File: src/rtl/ibex_pkg.sv
// -----------------------------------------------------------------------------
// ibex_pkg
// Shared constants and types for the IF/ID dummy-instruction handover stage.
//   IbexMaxConsecDummyDefault : default number of back-to-back dummies allowed
//                               before one fetch slot is forced
//   ConsecCntW                : width of the consecutive-dummy counter
//   DummyPerfCntW             : width of the optional inserted-dummy counter
//   if_id_slot_t              : payload held in the single IF/ID slot
// -----------------------------------------------------------------------------
package ibex_pkg;

   localparam int unsigned IbexMaxConsecDummyDefault = 4;
   localparam int unsigned ConsecCntW                = 4;
   localparam int unsigned DummyPerfCntW             = 16;

   typedef struct packed {
      logic [31:0] rdata;
      logic [31:0] pc;
      logic        is_dummy;
      logic        err;
   } if_id_slot_t;

endpackage

File: src/rtl/ibex_sat_counter.sv
// -----------------------------------------------------------------------------
// ibex_sat_counter
// Up-counter that sticks at MaxVal instead of wrapping.
// Ports:
//   clk_i  : clock
//   rst_i  : synchronous active-high reset, clears the count
//   clr_i  : synchronous clear (wins over en_i)
//   en_i   : increment by one, saturating at MaxVal
//   cnt_o  : current count
// -----------------------------------------------------------------------------
module ibex_sat_counter
   import ibex_pkg::*;
#(
   parameter int unsigned       Width  = ConsecCntW,
   parameter logic [Width-1:0]  MaxVal = '1
) (
   input  logic             clk_i,
   input  logic             rst_i,
   input  logic             clr_i,
   input  logic             en_i,
   output logic [Width-1:0] cnt_o
);

   logic [Width-1:0] cnt_q;

   function automatic logic [Width-1:0] sat_inc(input logic [Width-1:0] v);
      return (v >= MaxVal) ? v : v + Width'(1);
   endfunction

   always_ff @(posedge clk_i) begin
      if (rst_i) begin
         cnt_q <= '0;
      end else if (clr_i) begin
         cnt_q <= '0;
      end else if (en_i) begin
         cnt_q <= sat_inc(cnt_q);
      end
   end

   assign cnt_o = cnt_q;

endmodule

File: src/rtl/ibex_if_dummy_stage.sv
// -----------------------------------------------------------------------------
// ibex_if_dummy_stage
// Single-entry IF/ID handover slot that merges the fetch stream with dummy
// instructions from the dummy instruction generator. A consecutive-dummy
// guard forces one fetch after MaxConsecDummy dummies so fetch never starves.
//
// Optional feature macro: IBEX_DUMMY_PERF_CNT_EN adds dummy_cnt_o, a 16-bit
// saturating count of inserted dummies (cleared by reset only).
//
// Ports:
//   clk_i, rst_i          : clock, synchronous active-high reset
//   fetch_*_i             : offered fetch word (valid, data, pc, bus error)
//   fetch_ready_o         : fetch word consumed this cycle
//   insert_dummy_instr_i  : generator wants a dummy inserted
//   dummy_instr_data_i    : dummy instruction word
//   dummy_ready_o         : slot could take a dummy this cycle
//   id_ready_i            : ID consumes the slot contents this cycle
//   flush_i               : kill the slot
//   instr_*_id_o, pc_id_o : slot contents towards ID
//   dummy_cnt_o           : inserted-dummy count (feature macro only)
// -----------------------------------------------------------------------------
module ibex_if_dummy_stage
   import ibex_pkg::*;
#(
   parameter int unsigned MaxConsecDummy = IbexMaxConsecDummyDefault
) (
   input  logic        clk_i,
   input  logic        rst_i,
   input  logic        fetch_valid_i,
   input  logic [31:0] fetch_rdata_i,
   input  logic [31:0] fetch_pc_i,
   input  logic        fetch_err_i,
   output logic        fetch_ready_o,
   input  logic        insert_dummy_instr_i,
   input  logic [31:0] dummy_instr_data_i,
   output logic        dummy_ready_o,
   input  logic        id_ready_i,
   input  logic        flush_i,
   output logic        instr_valid_id_o,
   output logic [31:0] instr_rdata_id_o,
   output logic [31:0] pc_id_o,
   output logic        instr_is_dummy_o,
   output logic        instr_fetch_err_o
`ifdef IBEX_DUMMY_PERF_CNT_EN
   ,
   output logic [DummyPerfCntW-1:0] dummy_cnt_o
`endif
);

   localparam logic [ConsecCntW-1:0] MaxConsec = ConsecCntW'(MaxConsecDummy);

   logic                  valid_q;
   if_id_slot_t           slot_q;
   logic [ConsecCntW-1:0] consec_q;

   logic slot_free;
   logic guard;
   logic dummy_ok;
   logic take_dummy;
   logic take_fetch;

   // Slot can be refilled when empty or drained by ID this cycle. Reset is
   // folded in here so both readies read 0 while rst_i is high.
   assign slot_free  = (~valid_q | id_ready_i) & ~rst_i;
   assign guard      = (consec_q == MaxConsec);

   // dummy_ok deliberately ignores insert_dummy_instr_i: the generator uses
   // this ready to advance its own counter even when it is not inserting.
   assign dummy_ok   = slot_free & ~flush_i & ~guard;
   assign take_dummy = dummy_ok & insert_dummy_instr_i;
   assign take_fetch = slot_free & ~flush_i & fetch_valid_i & ~take_dummy;

   assign dummy_ready_o = dummy_ok;
   assign fetch_ready_o = take_fetch;

   always_ff @(posedge clk_i) begin
      if (rst_i) begin
         valid_q <= 1'b0;
         slot_q  <= '0;
      end else if (flush_i) begin
         valid_q         <= 1'b0;
         slot_q.is_dummy <= 1'b0;
      end else if (take_dummy) begin
         // Dummy borrows the PC of the fetch it is displacing.
         valid_q        <= 1'b1;
         slot_q.rdata    <= dummy_instr_data_i;
         slot_q.pc       <= fetch_pc_i;
         slot_q.is_dummy <= 1'b1;
         slot_q.err      <= 1'b0;
      end else if (take_fetch) begin
         valid_q         <= 1'b1;
         slot_q.rdata    <= fetch_rdata_i;
         slot_q.pc       <= fetch_pc_i;
         slot_q.is_dummy <= 1'b0;
         slot_q.err      <= fetch_err_i;
      end else if (slot_free) begin
         // Drained with nothing to refill: data registers keep stale values.
         valid_q <= 1'b0;
      end
   end

   ibex_sat_counter #(
      .Width  (ConsecCntW),
      .MaxVal (MaxConsec)
   ) u_consec_cnt (
      .clk_i (clk_i),
      .rst_i (rst_i),
      .clr_i (take_fetch | flush_i),
      .en_i  (take_dummy),
      .cnt_o (consec_q)
   );

`ifdef IBEX_DUMMY_PERF_CNT_EN
   ibex_sat_counter #(
      .Width  (DummyPerfCntW),
      .MaxVal ({DummyPerfCntW{1'b1}})
   ) u_perf_cnt (
      .clk_i (clk_i),
      .rst_i (rst_i),
      .clr_i (1'b0),
      .en_i  (take_dummy),
      .cnt_o (dummy_cnt_o)
   );
`endif

   assign instr_valid_id_o  = valid_q;
   assign instr_rdata_id_o  = slot_q.rdata;
   assign pc_id_o           = slot_q.pc;
   assign instr_is_dummy_o  = slot_q.is_dummy;
   assign instr_fetch_err_o = slot_q.err;

endmodule
File: config.mk
export PLATFORM = sky130hd
export DESIGN_NAME = ibex_if_dummy_stage
export DESIGN_NICKNAME = d
export VERILOG_FILES = /design/src/rtl/ibex_pkg.sv /design/src/rtl/ibex_sat_counter.sv /design/src/rtl/ibex_if_dummy_stage.sv
export SDC_FILE = /design/constraint.sdc
export NUM_CORES = 1
export LEC_CHECK = 0
export CORE_UTILIZATION = 35
export CTS_CLUSTER_DIAMETER = 30
export DETAILED_ROUTE_END_ITERATION = 10
export HOLD_SLACK_MARGIN = 0.02
export PLACE_DENSITY_LB_ADDON = 0.15
export SLEW_MARGIN = 20
export SYNTH_ARGS = -nofsm -noshare
export SYNTH_HDL_FRONTEND = slang
export SYNTH_SLANG_ARGS = --single-unit
export TNS_END_PERCENT = 20
File: constraint.sdc
create_clock -name clk_i -period 2.5 [get_ports clk_i]
set_input_delay 0.5 -clock clk_i [delete_from_list [all_inputs] [get_ports clk_i]]
set_output_delay 0.5 -clock clk_i [all_outputs]
set_load 0.02 [all_outputs]
==> impl_metrics.csv <==
group,metric,value,unit
final_layout,most-common-layout-cells,"clkdlybuf4s50_1, dfxtp_1, a21oi_1",
die,die_width,96.92,um
timing,setup_repair_after_global_routing_missed_its_margin,"false",
die,pin_count,172,
critical_path,crit_path_max_fanout,2,
routing,route.antenna.remaining_nets,0,
synth,synth.net_count,479,
global_route,grt_overflow_total,0,
clock_network,cts_root_buffer_type,"clkbuf_8",
synth,synth_xor_xnor_area_share,0.2778,%
critical_path,delay_contributed_by_the_slowest_stage_of_the_critical_path,0.59,ns
clock_network,postCtsSetupBuffers,0,
final_layout,flow.area_growth_from_synthesis,62.26,%
timing,tns,0,ns
critical_path,cp_data_required_time,2.00,ns
timing,final_worst_slack,0.1526,ns
clock_network,tritoncts,"done",
synth,synthSimpleGateAreaFrac,27.02,%
place,gpl.final_weighted_congestion,0.7390,
synth,synthFlopType,"dfxtp_1",
synth,yosys_register_bits,71,
timing,fmax,0.4260,GHz
place,buffer_ports.inserted,171,
timing,slew-limit-headroom,51.52,%
synth,yosysWarnings,0,
critical_path,path_class,"input port to output port",
synth,distinct_cell_type_count_of_the_synthesized_netlist,33,
place,dp_hpwl,6272,um
final_layout,post_route_cells_drive_above_1_share,7.925,%
timing,period_share,93.90,%
die,std_cell_rows,34,
place,dp_worst_setup_slack,0.1366,ns
synth,yosys.area_share.adder,0.7937,%
synth,synthesis.instances,374,
timing,worst_hold_slack,0.4740,ns
synth,syn_area_per_cell,8.431,um^2
die,fp.dieH,96.92,um
clock_network,cts_hold_buffers,0,
critical_path,cells_along_the_critical_path,"clkdlybuf4s50_1 > nand2b_1 > and3_1 > clkdlybuf4s50_1",
final_layout,layout.cells.most_common,"clkdlybuf4s50_1",
status,outcome,"finished, final reports clean",
critical_path,critical_path_end_type,"output port",
critical_path,critPathSlowestCell,"clkdlybuf4s50_1",
final_layout,final.fill_count,805,
critical_path,cp_startpoint_kind,"input port",
routing,drt_iter0_markers,128,
global_route,via_count_of_the_first_global_routing_pass,3274,
synth,synth-compound-area-share,17.42,%
pwr,total_power,2.940,mW
synth,synth_seq_area_share,45.08,%
synth,edff_count_synth,0,
synth,yosys-mux-area-fraction,0.3175,%
timing,timing_hold_violations_final,0,
timing,final-max-slew-violation-count,0,
global_route,grt_use_total,21.30,%
timing,timing.clock.skew,0.009460,ns
job,cap_viol_max_count,0,
pwr,max-vdd-ir-drop,0.2769,mV
die,start_util,36.15,%
die,core,8721,um^2
clock_network,clkLatencyLatePin,0.33,ns
critical_path,path_delay_family,"buffers and inverters",
global_route,grt_start_max_net_pins,67,
clock_network,numCtsBuffers,9,
synth,synth_top_family_by_area,"simple AND/OR/NAND/NOR gates",
routing,dr.pass1.iters,4,
global_route,grt_first_pass_wirelength,16350,um
critical_path,path_common_cell,"clkdlybuf4s50_1",
clock_network,clk_transition_reported_paths,0.08,ns
final_layout,design.final.nets,630,
critical_path,critical_path_arrival,1.85,ns
synth,async_set_or_reset_register_ratio_after_synthesis,0,%
critical_path,buffers_and_inverters_on_the_worst_path,2,
timing,finalSetupViolations,0,
timing,period_needed,2.347,ns
pwr,p_leak,1.706,nW
routing,route.detailed.vias_per_inst,5.389,
final_layout,n_antenna_cell,0,
timing,worstMarginPinSlew,0.7272,ns
clock_network,clock-sinks,71,
global_route,antenna_found_initial,0,
synth,syn_area,3153,um^2
clock_network,buffers_from_clock_root_to_sink_at_most,2,
routing,drc_errors,0,
routing,wire_per_inst,15.70,um
pwr,powerDensity,574.6,nW/um^2
routing,num_vias,3438,
clock_network,ctsResizeCount,0,
die,die_area,9393,um^2
hold_path,timing.hold.worst.class,"register to register",
clock_network,ctsHtreeMaxLevel,3,
routing,postRouteWirelength,10020,um
cell usage after synthesis, types with 2 or more instances:
library cell | number | area (um^2)
dfxtp_1 | 71 | 1421
a21oi_1 | 66 | 330.3
nor4_1 | 61 | 381.6
nor3_1 | 33 | 165.2
nand3_1 | 32 | 160.2
o21ai_0 | 28 | 140.1
buf_2 | 22 | 110.1
clkbuf_1 | 11 | 41.29
buf_6 | 9 | 101.4
nor2_1 | 6 | 22.52
o21ai_1 | 5 | 25.02
inv_1 | 3 | 11.26
nor4_2 | 3 | 37.54
and2_1 | 2 | 12.51
buf_4 | 2 | 15.01
ha_1 | 2 | 25.02
nand4_1 | 2 | 12.51
per-stage QoR:
| step | instances | util [%] | instance area [um^2] |
|---|---|---|---|
| floorplan | 374 | - | 3153 |
| global placement | 622 | 55.85 | 4871 |
| detailed placement | 622 | 55.85 | 4871 |
| CTS | 638 | 58.67 | 5116 |
| global route | 638 | 58.67 | 5116 |
| finish | 638 | 58.67 | 5116 |
layout make-up:
cell class / count / area, um^2 / area share [%]
clock buffers: 10 / 137.6 / 2.690
well taps: 108 / 135.1 / 2.641
multi-input cells: 254 / 1453 / 28.39
flip-flops and latches: 71 / 1421 / 27.78
clock inverters: 6 / 107.6 / 2.103
inverters: 4 / 15.01 / 0.2935
repair buffers: 185 / 1847 / 36.10
cell families after synthesis:
family,count (synthesis)
and+or+nand+nor,146
AOI/OAI and AO/OA,104
DFF,71
buffers and inverters,49
adders and majority gates,2
xor gates and xnor gates,1
muxes,1
metal layers:
layer	global-route usage, %	part of all wire, %	vias up
met5	0	0	-
met2	34.29	46	131
met3	6.864	7.8	12
li1	-	-	1696
met4	7.577	1.7	0
met1	26.63	45	1599
final timing paths:
| check | start | end | slack [ns] | depth (start not counted) |
|---|---|---|---|---|
| max reg2reg | u_consec_cnt.cnt_o[0] | instr_rdata_id_o[23] | 0.81 | 7 |
| min | pc_id_o[24] | pc_id_o[24] | 0.47 | 2 |
| max | id_ready_i | dummy_ready_o | 0.15 | 4 |
| min reg2reg | pc_id_o[24] | pc_id_o[24] | 0.47 | 2 |
sequential cells by signal, indices dropped and copies added (netlist names):
signal              count
pc_id_o                32
u_consec_cnt.cnt_o      4
instr_rdata_id_o       32
instr_fetch_err_o       1
instr_is_dummy_o        1
instr_valid_id_o        1
worst reg2reg max path: cells and delay by family, from the launching register on:
kind          cells  cell delay, ns
simple gates      4            0.67
buf+inv           2            0.37
flops             1            0.34
fa+ha+maj         1            0.24
where the power goes:
group / switching, mW / internal, mW / total, mW / leakage, nW
sequential: 0.0275 / 1.19 / 1.22 / 0.580
combinational: 0.290 / 0.312 / 0.602 / 1.00
clock: 0.435 / 0.687 / 1.12 / 0.122
total: 0.752 / 2.19 / 2.94 / 1.71
(Power assumes the default switching activity.)
